File: src/rtl/relu_stream_sched.sv
// ReLU scheduler: reads a channel-major conv frame from a 1-cycle-latency buffer,
// clamps negatives to zero and streams tagged words through a 2-deep skid buffer.
module relu_stream_sched #(
  parameter int DATA_W    = 33,
  parameter int FMAP_SIZE = 121,
  parameter int NUM_CH    = 4,
  parameter int ADDR_W    = 9,
  parameter int CNT_W     = 9
) (
  input  logic                     clk,
  input  logic                     rst,
  input  logic                     start,
  output logic                     busy,
  output logic                     done,
  output logic                     rd_en,
  output logic [ADDR_W-1:0]        rd_addr,
  input  logic signed [DATA_W-1:0] rd_data,
  output logic                     out_valid,
  input  logic                     out_ready,
  output logic signed [DATA_W-1:0] out_data,
  output logic [2:0]               out_ch,
  output logic [6:0]               out_idx,
  output logic                     out_last,
  output logic [CNT_W-1:0]         neg_count
);

  typedef enum logic [1:0] {S_IDLE, S_RUN, S_DRAIN, S_DONE} state_e;

  typedef struct packed {
    logic [DATA_W-1:0] data;
    logic [2:0]        ch;
    logic [6:0]        idx;
    logic              last;
  } entry_t;

  state_e            state_q, state_d;
  logic [2:0]        ch_q, ch_d;
  logic [6:0]        idx_q, idx_d;
  logic [ADDR_W-1:0] addr_q, addr_d;
  logic [ADDR_W-1:0] last_addr_q, last_addr_d;
  logic              inflight_q, inflight_d;
  logic [2:0]        if_ch_q, if_ch_d;
  logic [6:0]        if_idx_q, if_idx_d;
  logic              if_last_q, if_last_d;
  entry_t            slot0_q, slot0_d;
  entry_t            slot1_q, slot1_d;
  logic [1:0]        occ_q, occ_d;
  logic [CNT_W-1:0]  neg_q, neg_d;

  logic       accept;
  logic       pop;
  logic [1:0] occ_eff;
  logic [1:0] credit;
  logic       at_idx_end;
  logic       at_ch_end;
  logic       rd_last;
  entry_t     in_e;

  // Occupancy is taken after this cycle's transfer, so a word leaving the
  // buffer frees its slot for a read issued in the same cycle (1 word/cycle).
  always_comb begin
    accept     = (state_q == S_IDLE) && start;
    out_valid  = (occ_q != 2'd0);
    pop        = out_valid && out_ready;
    occ_eff    = occ_q - {1'b0, pop};
    credit     = occ_eff + {1'b0, inflight_q};
    rd_en      = (state_q == S_RUN) && (credit < 2'd2);
    at_idx_end = (idx_q == 7'(FMAP_SIZE - 1));
    at_ch_end  = (ch_q == 3'(NUM_CH - 1));
    rd_last    = at_idx_end && at_ch_end;
    rd_addr    = rd_en ? addr_q : last_addr_q;
    busy       = (state_q == S_RUN) || (state_q == S_DRAIN);
    done       = (state_q == S_DONE);
    out_data   = slot0_q.data;
    out_ch     = slot0_q.ch;
    out_idx    = slot0_q.idx;
    out_last   = slot0_q.last;
    neg_count  = neg_q;
  end

  always_comb begin
    state_d = state_q;
    unique case (state_q)
      S_IDLE:  if (start) state_d = S_RUN;
      S_RUN:   if (rd_en && rd_last) state_d = S_DRAIN;
      S_DRAIN: if ((occ_eff == 2'd0) && !inflight_q) state_d = S_DONE;
      S_DONE:  state_d = S_IDLE;
      default: state_d = S_IDLE;
    endcase
  end

  always_comb begin
    ch_d        = ch_q;
    idx_d       = idx_q;
    addr_d      = addr_q;
    last_addr_d = last_addr_q;
    inflight_d  = rd_en;
    if_ch_d     = if_ch_q;
    if_idx_d    = if_idx_q;
    if_last_d   = if_last_q;
    slot0_d     = slot0_q;
    slot1_d     = slot1_q;
    occ_d       = occ_q;
    neg_d       = neg_q;

    in_e.data = rd_data[DATA_W-1] ? '0 : rd_data;
    in_e.ch   = if_ch_q;
    in_e.idx  = if_idx_q;
    in_e.last = if_last_q;

    if (accept) begin
      ch_d   = '0;
      idx_d  = '0;
      addr_d = '0;
      neg_d  = '0;
    end else if (rd_en) begin
      if_ch_d     = ch_q;
      if_idx_d    = idx_q;
      if_last_d   = rd_last;
      last_addr_d = addr_q;
      addr_d      = addr_q + ADDR_W'(1);
      if (at_idx_end) begin
        idx_d = '0;
        ch_d  = ch_q + 3'd1;
      end else begin
        idx_d = idx_q + 7'd1;
      end
    end

    if (inflight_q && rd_data[DATA_W-1] && (neg_q != '1)) neg_d = neg_q + CNT_W'(1);

    unique case (occ_q)
      2'd0: begin
        if (inflight_q) begin
          slot0_d = in_e;
          occ_d   = 2'd1;
        end
      end
      2'd1: begin
        if (pop && inflight_q) begin
          slot0_d = in_e;
        end else if (pop) begin
          occ_d = 2'd0;
        end else if (inflight_q) begin
          slot1_d = in_e;
          occ_d   = 2'd2;
        end
      end
      default: begin
        if (pop) begin
          slot0_d = slot1_q;
          occ_d   = 2'd1;
        end
      end
    endcase
  end

  always_ff @(posedge clk or negedge rst) begin
    if (!rst) begin
      state_q     <= S_IDLE;
      ch_q        <= '0;
      idx_q       <= '0;
      addr_q      <= '0;
      last_addr_q <= '0;
      inflight_q  <= 1'b0;
      if_ch_q     <= '0;
      if_idx_q    <= '0;
      if_last_q   <= 1'b0;
      slot0_q     <= '0;
      slot1_q     <= '0;
      occ_q       <= '0;
      neg_q       <= '0;
    end else begin
      state_q     <= state_d;
      ch_q        <= ch_d;
      idx_q       <= idx_d;
      addr_q      <= addr_d;
      last_addr_q <= last_addr_d;
      inflight_q  <= inflight_d;
      if_ch_q     <= if_ch_d;
      if_idx_q    <= if_idx_d;
      if_last_q   <= if_last_d;
      slot0_q     <= slot0_d;
      slot1_q     <= slot1_d;
      occ_q       <= occ_d;
      neg_q       <= neg_d;
    end
  end

endmodule
File: config.mk
export PLATFORM = sky130hd
export DESIGN_NAME = relu_stream_sched
export DESIGN_NICKNAME = d
export VERILOG_FILES = /design/src/rtl/relu_stream_sched.sv
export SDC_FILE = /design/constraint.sdc
export NUM_CORES = 1
export LEC_CHECK = 0
export CORE_ASPECT_RATIO = 1.2
export CORE_MARGIN = 2
export CORE_UTILIZATION = 54
export CTS_CLUSTER_DIAMETER = 200
export CTS_CLUSTER_SIZE = 28
export DETAILED_ROUTE_END_ITERATION = 6
export PLACE_DENSITY = 0.81
export RECOVER_POWER = 100
export SLEW_MARGIN = 10
export SYNTH_ARGS = -nofsm -noshare
export SYNTH_HDL_FRONTEND = slang
export SYNTH_SLANG_ARGS = --single-unit
File: constraint.sdc
create_clock -name clk -period 2.9 [get_ports clk]
set_input_delay 0.29 -clock clk [delete_from_list [all_inputs] [get_ports clk]]
set_output_delay 0.29 -clock clk [all_outputs]
set_load 0.05 [all_outputs]
* Yosys cells after proc, flatten, opt, wreduce, memory -nomap -nowiden *
Cells that the tools add are included.

operators by class
  muxes and demuxes = 26
  $add $sub $neg = 6
  order comparisons = 1
  bitwise logic cells = 3
  reductions and logical operators = 25
  equal/unequal tests = 14

operators by type and width
  kind                   number
  $mux W44               3
  $pmux W44 S2           1
  $mux W9                5
  $mux W32               1
  $mux W7                3
  $add A9 B1 Y9 const B  2
  $mux W2                8
  $logic_and A1 B1 Y1    9
  $mux W3                3
  $ne A9 B9 Y1 const B   1
  $ne A2 B2 Y1 const B   4
  $pmux W2 S4            1
  $reduce_and A4 Y1      2
  $reduce_bool A2 Y1     4
  $add A7 B1 Y7 const B  1
  $eq A7 B7 Y1 const B   1
  $logic_not A2 Y1       3
  $reduce_and A3 Y1      2
  $eq A2 B1 Y1 const B   2
  $eq A2 B2 Y1 const B   2
  $ne A2 B1 Y1 const B   2
  $pmux W2 S2            1
  $reduce_and A2 Y1      2
  $add A3 B1 Y3 const B  1
  other kinds (9)        11

storage, ports and cells
  bits in registers = 141
  word-level logic and storage cells = 94

* Longest topological paths before layout *
Gate-level depths: netlist (run 1).

  depth in word-level cells = 9
  mapped depth = 10

* Worst setup path before layout (run 1) *
No wires, ideal clock.

  path kind = reg2reg
  start point = reg neg_q[0] (netlist: neg_count[0])
  end point = reg neg_q[6] (netlist: neg_count[6])
  data arrival time = 2319 ps
  library setup time = 121 ps
  slack = 460 ps
  path buffers = 0
  data required time = 2779 ps
  cell stages (with the launch flop) = 10
  period minus slack after synthesis = 2440 ps
  cells stage by stage = dfrtp_1 ha_1 and3_1 and3_1 and3_1 ha_1 nand3b_1 nand2_1 o21ai_0 a22o_1

between the ends
  cells in the longest elaborated chain, start to end = 3
  elaborated cells on any way between the ends = 5
  classes of those cells = 1 x add/sub; 1 x eq/ne; 1 x mux; 2 x reduce/logical

RTL lines
  what                                                   RTL line  source
  start, declared                                        48        logic [CNT_W-1:0] neg_q, neg_d;
  start signal, assigned                                 186       neg_q <= neg_d;
  branches (longest 3 deep; another with $add A9 B1 Y9)  n/a

Parallel ways; which one is timed is not known.
A chain may end at the register's enable or synchronous reset.

* Worst setup path after layout (run 1) *
  start point = reg inflight_q
  end point = out rd_addr[6]

between the ends
  cells in the longest elaborated chain, start to end = 4

RTL lines
  what                    RTL line  source
  start, declared         41        logic inflight_q, inflight_d;
  start signal, assigned  179       inflight_q <= inflight_d;
  $add A2 B1 Y2           66        credit = occ_eff + {1'b0, inflight_q};
  $lt A2 B2 Y1            67        rd_en = (state_q == S_RUN) && (credit < 2'd2);
  $logic_and A1 B1 Y1     67
  $mux W9                 n/a
  end, declared           16        output logic [ADDR_W-1:0] rd_addr,

Every way passes these cells.

==> results of run 1 <==
[per-stage QoR]
step / hold WS (ns) / power (mW) / utilization, % / setup WS [ns]
2_1_floorplan: -0.005591 / 6.050 / - / 0.4598
3_3_place_gp: 0.3486 / 7.268 / 65.29 / 0.2882
3_5_place_dp: 0.3578 / 7.447 / 65.29 / 0.2322
4_1_cts: 0.4703 / 9.870 / 71.16 / 0.07146
5_1_grt: 0.4831 / 10.37 / 71.04 / 0.09179
6_report: 0.4763 / 9.804 / 71.06 / 0.2543
[flip-flops by register name, summed over array words and instances (netlist names), 2 cells and up]
name,flops
ch_q,3
occ_q,2
if_idx_q,7
out_data,32
last_addr_q,9
out_ch,3
neg_count,9
idx_q,7
out_idx,7
state_q,2
addr_q,9
if_ch_q,3
slot1_q,43
[tightest hold or removal path: stages]
cell	delay, ns
clkdlybuf4s50_1	0.40
nand2b_1	0.08
o21ai_0	0.07
[routing by layer]
metal  share of wire (%)  routed length, um
met1                  43               5887
met2                  51               7075
met3                 4.6                640
met4                 1.2                170
met5                   0                  0
[cell families after synthesis]
kind of cell | Yosys count
and+or+nand+nor | 219
AOI/OAI and AO/OA | 159
DFF | 139
buffers and inverters | 50
muxes | 49
adders and majority gates | 12
xor gates and xnor gates | 8
other | 1
[path summary, 6_finish.rpt]
kind / startpoint / endpoint / slack [ns] / cells after the start
max in group asynchronous: rst / occ_q[1] / 0.58 / 3
min reg2reg: slot1_q[22] / slot1_q[22] / 0.48 / 2
min in group asynchronous: rst / slot1_q[20] / 0.91 / 2
max: inflight_q / rd_addr[6] / 0.25 / 5
max reg2reg: inflight_q / if_idx_q[5] / 0.55 / 6
min: rd_data[26] / slot1_q[37] / 0.48 / 3
[power by group]
part           total [mW]  internal [mW]  switching (mW)
registers            3.16           2.64           0.522
clock network        2.38           1.58           0.802
logic                4.26           1.51            2.76
total                9.80           5.72            4.08
[layout make-up]
type,count,area share (%)
Inverter,12,0.5505
Antenna cell,1,0.03059
Clock inverter,9,1.927
Timing Repair Buffer,119,13.73
Clock buffer,23,6.209
Multi-Input combinational cell,448,32.62
Tap cell,157,2.401
Sequential cell,139,42.53
[timing repair]
action                     in CTS  in global routing
hold buffers                    1                  0
hold endpoints to repair       71                  0
resized for setup               0                  1
setup endpoints to repair       0                  9
[cells in the final DEF (no fill, tap or decap), drive strengths merged, types with 3 or more instances in the layout]
| cell type | Yosys | final |
|---|---|---|
| nand2b | 35 | 35 |
| o31ai | 4 | 4 |
| a21oi | 41 | 41 |
| nor2 | 44 | 44 |
| clkbuf | 30 | 26 |
| bufinv | 0 | 4 |
| nand3 | 13 | 13 |
| o211ai | 7 | 7 |
| ha | 12 | 12 |
| mux2i | 14 | 14 |
| or3 | 3 | 3 |
| and3 | 7 | 7 |
| buf | 8 | 25 |
| clkdlybuf4s50 | 0 | 90 |
| mux2 | 35 | 35 |
| nor2b | 3 | 3 |
| xor2 | 6 | 6 |
| or4 | 4 | 4 |
| o21ai | 97 | 97 |
| inv | 11 | 11 |
| nand2 | 103 | 103 |
| clkinv | 1 | 4 |
| dfrtp | 139 | 139 |
==> flow_summary.ini, run 1 <==
[yosys]
synth.top_cell.area_share_pct = 54.94
yosysTopAreaCell = dfrtp_1
synth_cells = 637
synth_area_leaders = dfrtp_1 (55%), o21ai_0 (7.6%), nand2_1 (6.1%)
yosys.area_share.adder_pct = 2.372
synth_common_cells = dfrtp_1 (139), nand2_1 (103), o21ai_0 (96)
synthXorXnorAreaFrac_pct = 1.107
synth_edf_count = 0
synthesis.area_um2 = 6331
syn_avg_cell_area_um2 = 9.939
ys_seq_elements = 139
synth_top_family_by_area = simple AND/OR/NAND/NOR gates
ys_seq_area_share_pct = 54.94
synth_ff_type = dfrtp_1
synth_compound_area_share_pct = 13.83
synth-async-reset-ratio_pct = 100.0
synth_cell_types = 45
yosys_warnings = 0
yosys.area_share.simple_pct = 15.89
synth_nets = 686
synth.area.mux_share_pct = 8.636
yosysMostFrequentCell = dfrtp_1

[timing]
skew_ns = 0.01089
setup_viol = 0
fmax_mhz = 378.0
drv_slew = 75
relSlewSlack_pct = -19.87
fin_crit_ns = 2.646
tns_ns = 0
hold_viol_final = 0
tightestPinTransition_ns = 1.798
rsz0062_at_grt = no
finalCritPeriodShare_pct = 91.23

[route]
drt-total-wl_mm = 13.77
post_drt_wl_per_cell_um = 15.17
ant_nets = 0
route.detailed.drc = 0
drt_iter0_drc = 234
vias = 4869
viasPerCell = 5.362
dr.pass1.iters = 5

[min_path]
worst_hold_path_type = in -> reg

[setup_path]
critPathMaxStageDelay_ns = 0.48
worstPathMaxFanout = 20
crit_type = reg -> out
cp.required_ns = 2.61
crit_chain = nor2b_1, mux2i_4, o21ai_4, mux2_2, buf_4
crit_arrival_ns = 2.36
cp-start-kind = flip-flop
cp_num_buf_inv = 1
crit_path_end_kind = primary output
critPathSlowestCell = dfrtp_1
crit_family = multiplexers

[grt]
grt-busiest-layer = met2
grtUsageMet2_pct = 39.22
antenna_found_initial = 1
grt.total_usage_pct = 23.47
met1_usage_pct = 30.46
grt_overflow_total = 0
grt_pass1_wl_mm = 23.19
grtUsageMet3_pct = 5.979
grt_start_max_net_pins = 87
grt_pass1_vias = 4932

[finish]
fillers = 880
final_area_um2 = 8182
layout-drive-gt1-share_pct = 13.47
multi_input_area_um2 = 2669
area_delta_synth_final_pct = 29.23
register_area_um2 = 3480
instances_no_fill = 908
fin_nets = 786

[clocking]
cts_tree = yes
cts_made_buffers = 17
clkTransAtPathRegs_ns = 0.06
root_buffer = clkbuf_16
cts_setup_buffers = 0
htree_levels = 4
clock_path_buffers = 2
clk_latency_ns = 0.41
clock_sinks = 139

[power]
irDropWorstVdd_v = 0.001021
p_per_area_nw_per_um2 = 1198
p_leak_nw = 3.662

[die]
initial_utilization_pct = 54.99
coreArea_um2 = 11510
rows = 43
dieArea_um2 = 12610
ios = 103
die_height_um = 122.6
die-width_um = 102.8

[placed_design]
port_buffers = 101
placed_cells = 874
post_dp_cell_area_um2 = 7517
dp.final_hpwl_mm = 9.010
place.gp.congestion = 0.7860

[job]
cap_violations = 1

[run_status]
status = complete, but fails checks
violations = capacitance limit, slew limit
(Power assumes the default switching activity.)
==> run 2, diff against run 1 <==
--- a/config.mk
+++ b/config.mk
@@ -9,11 +9,11 @@
 export CORE_MARGIN = 2
 export CORE_UTILIZATION = 54
 export CTS_CLUSTER_DIAMETER = 200
-export CTS_CLUSTER_SIZE = 28
 export DETAILED_ROUTE_END_ITERATION = 6
 export PLACE_DENSITY = 0.81
 export RECOVER_POWER = 100
-export SLEW_MARGIN = 10
+export SETUP_SLACK_MARGIN = 0.4
+export SLEW_MARGIN = 20
 export SYNTH_ARGS = -nofsm -noshare
 export SYNTH_HDL_FRONTEND = slang
 export SYNTH_SLANG_ARGS = --single-unit
==> flow_summary.ini, run 2 (synthesis gave the netlist of run 1 again) <==
[clocking]
htree_levels = 4
cts_tree = yes
cts_setup_buffers = 0
clock_path_buffers = 2
clk_latency_ns = 0.41
root_buffer = clkbuf_16
clock_sinks = 139
cts_made_buffers = 17
clkTransAtPathRegs_ns = 0.06

[placed_design]
place.gp.congestion = 0.7860
dp.final_hpwl_mm = 9.010
pre_cts_ws_ns = 0.2322
port_buffers = 101

[route]
post_drt_wl_per_cell_um = 15.38
ant_nets = 0
drt_iter0_drc = 227
vias = 4931
dr.pass1.iters = 5
route.detailed.drc = 0
drt-total-wl_mm = 14.00
viasPerCell = 5.419

[timing]
skew_ns = 0.01104
tns_ns = 0
rsz0062_at_grt = no
setup_ws_ns = 0.4090
fin_crit_ns = 2.491
fmax_mhz = 401.4
relSlewSlack_pct = -20.49
drv_slew = 75
hold_viol_final = 0
setup_viol = 0
tightestPinTransition_ns = 1.807
finalCritPeriodShare_pct = 85.90

[die]
die_height_um = 122.6
dieArea_um2 = 12610
coreArea_um2 = 11510
ios = 103
die-width_um = 102.8
rows = 43
initial_utilization_pct = 54.99

[finish]
fin_nets = 788
largest_reg_flops = 43
regMostFlops = slot1_q
area_delta_synth_final_pct = 29.27
fillers = 882
layout_common_cells = dfrtp_1 (138), nand2_1 (102), o21ai_0 (97)
layout-drive-gt1-share_pct = 13.30
final_common_cell = dfrtp_1

[grt]
grt_pass1_wl_mm = 23.29
grt_start_max_net_pins = 87
grt_pass1_vias = 4952
antenna_found_initial = 1
grt_overflow_total = 0
grt.total_usage_pct = 23.58

[run_status]
status = complete, but fails checks
violations = capacitance limit, slew limit

[job]
cap_violations = 1

[setup_path]
crit_type = reg -> out
cp-start-kind = flip-flop
crit_path_end_kind = primary output
cp.required_ns = 2.61
worstPathMaxFanout = 10
crit_arrival_ns = 2.20

[power]
p_per_area_nw_per_um2 = 1184
irDropWorstVdd_v = 0.0009925
p_leak_nw = 3.782

[min_path]
worst_hold_path_type = reg -> reg
run 2: cell types whose count changed in the layout (fill, tap and decap cells not counted), moves of 2 or more:
cell / delta
buf_4: -5
clkbuf_1: +3
clkbuf_2: +2
clkdlybuf4s50_1: -55
dlygate4sd3_1: +55
run 2: timing repair:
item | CTS | global route
hold buffers | 1 | 0
pin swaps | 1 | 1
setup endpoints to repair | 10 | 10
cloned | 1 | 1
endpoints found under the hold margin | 71 | 0
resized for setup | 1 | 2
run 2: path summary, 6_finish.rpt:
check                        startpoint            to  slack (ns)  cells past startpoint
hold / removal             out_data[21]  out_data[21]        0.47                      2
max in group asynchronous           rst  out_data[20]        0.76                      3
min in group asynchronous           rst   out_data[9]        0.91                      2
setup reg to reg               occ_q[1]      idx_q[2]        0.43                      6
setup / recovery               occ_q[1]     out_valid        0.41                      3
hold reg to reg            out_data[21]  out_data[21]        0.47                      2
run 2: per-stage QoR:
stage | cells | area (um^2) | power [mW] | util, % | hold WS [ns]
floorplan | 637 | 6331 | 6.050 | - | -0.005591
global placement | 874 | 7517 | 7.268 | 65.29 | 0.3486
detailed placement | 874 | 7517 | 7.447 | 65.29 | 0.3578
CTS | 908 | 8209 | 9.899 | 71.30 | 0.4703
global route | 909 | 8182 | 10.26 | 71.06 | 0.4831
finish | 910 | 8184 | 9.691 | 71.08 | 0.4723
run 2: report_power, final:
group / switching [mW] / internal (mW) / total [mW]
Sequential: 0.512 / 2.64 / 3.15
Combinational: 2.78 / 1.38 / 4.16
Clock: 0.805 / 1.58 / 2.38
run 2: layer usage:
| metal | track usage [%] | share of wire, % | up-vias |
|---|---|---|---|
| met5 | 0 | 0 | - |
| met4 | 6.661 | 1.2 | 0 |
| met3 | 5.979 | 5.3 | 21 |
| met2 | 39.42 | 51 | 141 |
| met1 | 30.53 | 43 | 2373 |
| li1 | - | - | 2396 |
run 2: worst max-delay path, cell delays in order, from the launching register on:
cell and delay [ns]:
dfrtp_1 0.63, nor2_1 0.17, inv_1 0.08, dlygate4sd3_1 0.91
run 2: cell type report:
cell class	instances	area, um^2	area share [%]
sequential	139	3480	42.52
multi-input combinational	450	2688	32.84
timing repair buffer	119	1107	13.53
clock buffer	23	508.0	6.207
tap	157	196.4	2.400
clock inverter	9	157.7	1.926
inverter	12	45.04	0.5504
antenna	1	2.502	0.03058
==> run 3, diff against run 2 <==
--- a/config.mk
+++ b/config.mk
@@ -5,12 +5,14 @@
 export SDC_FILE = /design/constraint.sdc
 export NUM_CORES = 1
 export LEC_CHECK = 0
+export ABC_CLOCK_PERIOD_IN_PS = 2900
+export CAP_MARGIN = 25
 export CORE_ASPECT_RATIO = 1.2
 export CORE_MARGIN = 2
 export CORE_UTILIZATION = 54
 export CTS_CLUSTER_DIAMETER = 200
 export DETAILED_ROUTE_END_ITERATION = 6
-export PLACE_DENSITY = 0.81
+export PLACE_DENSITY = 0.79
 export RECOVER_POWER = 100
 export SETUP_SLACK_MARGIN = 0.4
 export SLEW_MARGIN = 20
==> flow_summary.ini, run 3 (synthesis gave the netlist of run 1 again) <==
[timing]
relSlewSlack_pct = -4.818
hold_viol_final = 0
drv_slew = 63
skew_ns = 0.01131
setup_viol = 0
rsz0062_at_grt = no
tns_ns = 0
fin_crit_ns = 2.552
tightestPinTransition_ns = 1.572
finalCritPeriodShare_pct = 88.00
fmax_mhz = 391.8
setup_ws_ns = 0.3480

[finish]
final_common_cell = dfrtp_1
fillers = 867
largest_reg_flops = 43
layout-drive-gt1-share_pct = 12.86
layout_common_cells = dfrtp_1 (138), nand2_1 (102), o21ai_0 (96)
regMostFlops = slot1_q
diodes = 0
fin_nets = 790
final_area_um2 = 8127
area_delta_synth_final_pct = 28.36

[setup_path]
worstPathMaxFanout = 10
critPathMaxStageDelay_ns = 0.54
critPathSlowestCell = dfrtp_1
crit_chain = nand2_1, mux2i_4, o21ai_2, mux2_2, buf_4
cp.required_ns = 2.61
critPathLaunch = occ_q[1]
worstReg2RegStart = neg_count[0]
r2r_slack_ns = 0.39
crit_type = reg -> out
crit_path_end_kind = primary output
crit_arrival_ns = 2.26
cp-start-kind = flip-flop

[grt]
grt_pass1_wl_mm = 23.50
antenna_found_initial = 0
grt_overflow_total = 0
grt_pass1_vias = 4980
grt_start_max_net_pins = 87
grt.total_usage_pct = 23.74

[clocking]
clkTransAtPathRegs_ns = 0.06
clock_path_buffers = 2
clk_latency_ns = 0.41
cts_tree = yes
clock_sinks = 139
cts_made_buffers = 17
root_buffer = clkbuf_16
htree_levels = 4

[job]
cap_violations = 1

[die]
die_height_um = 122.6
ios = 103
initial_utilization_pct = 54.99
dieArea_um2 = 12610
coreArea_um2 = 11510
die-width_um = 102.8
rows = 43

[route]
post_drt_wl_per_cell_um = 15.25
drt-total-wl_mm = 13.89
dr.pass1.iters = 5
ant_nets = 0
viasPerCell = 5.430
route.detailed.drc = 0
vias = 4947
drt_iter0_drc = 289

[power]
seqPwrFrac_pct = 33.1
p_per_area_nw_per_um2 = 1165
swShare_pct = 43.05
clock_power_share_pct = 22.9
p_int_mw = 5.391
pwr-share-comb_pct = 44.0
irDropWorstVdd_v = 0.001036
power.switching_mw = 4.075
p_leak_nw = 3.757

[placed_design]
pre_cts_ws_ns = 0.1651
place.gp.congestion = 0.8138
dp.final_hpwl_mm = 8.987
port_buffers = 101
post_dp_cell_area_um2 = 7530

[min_path]
worst_hold_path_type = reg -> reg
min-delay-start = out_idx[2]

[run_status]
violations = capacitance limit, slew limit
status = complete, but fails checks
[run 3: critical path, delay by kind of cell (launching register included)]
kind	cells	cell delay [ns]
flops	1	0.54
mux	2	0.51
compound gates	1	0.43
simple gates	1	0.19
buf+inv	1	0.19
[run 3: layer usage]
metal	track usage, %	wire, um
met1	30.08	5818
met2	40.77	7145
met3	5.467	710
met4	6.743	214
met5	0	0
[run 3: cell type report]
class | instances | area [um^2] | area share [%]
sequential | 139 | 3480 | 42.82
clock inverter | 12 | 147.6 | 1.817
tap | 157 | 196.4 | 2.417
timing repair buffer | 122 | 1129 | 13.89
inverter | 12 | 45.04 | 0.5543
multi-input combinational | 449 | 2683 | 33.01
clock buffer | 20 | 446.7 | 5.497
[run 3: path summary, 6_finish.rpt]
kind | to | cells after the start
worst max-delay path | rd_addr[4] | 5
worst min-delay path | out_idx[2] | 2
worst max register to register | neg_count[5] | 9
worst min register to register | out_idx[2] | 2
max in group asynchronous | neg_count[8] | 3
min in group asynchronous | out_data[11] | 2
[run 3: repair_timing]
item	in CTS	in global routing
gates resized for setup	1	3
setup buffers	3	0
hold endpoints to repair	60	0
pin swaps	1	0
cloned	1	0
endpoints found under the setup margin	10	10
hold buffers	1	0
[run 3: power by group through the flow]
stage               logic, mW  registers [mW]  clock network, mW
finish                   4.17            3.13               2.17
global route             4.51            3.23               2.29
CTS                      4.37            3.15               2.19
detailed placement       4.26            3.17                  0
global placement         4.14            3.13                  0
floorplan                2.01            4.04                  0
[run 3: stage by stage]
step	util (%)	power, mW	instances	hold WS [ns]
5_1_grt	70.58	10.03	911	0.4960
6_report	70.58	9.465	911	0.4697
2_1_floorplan	-	6.050	637	-0.005591
4_1_cts	70.98	9.704	911	0.4562
3_3_place_gp	65.40	7.269	874	0.3100
3_5_place_dp	65.40	7.433	874	0.3133
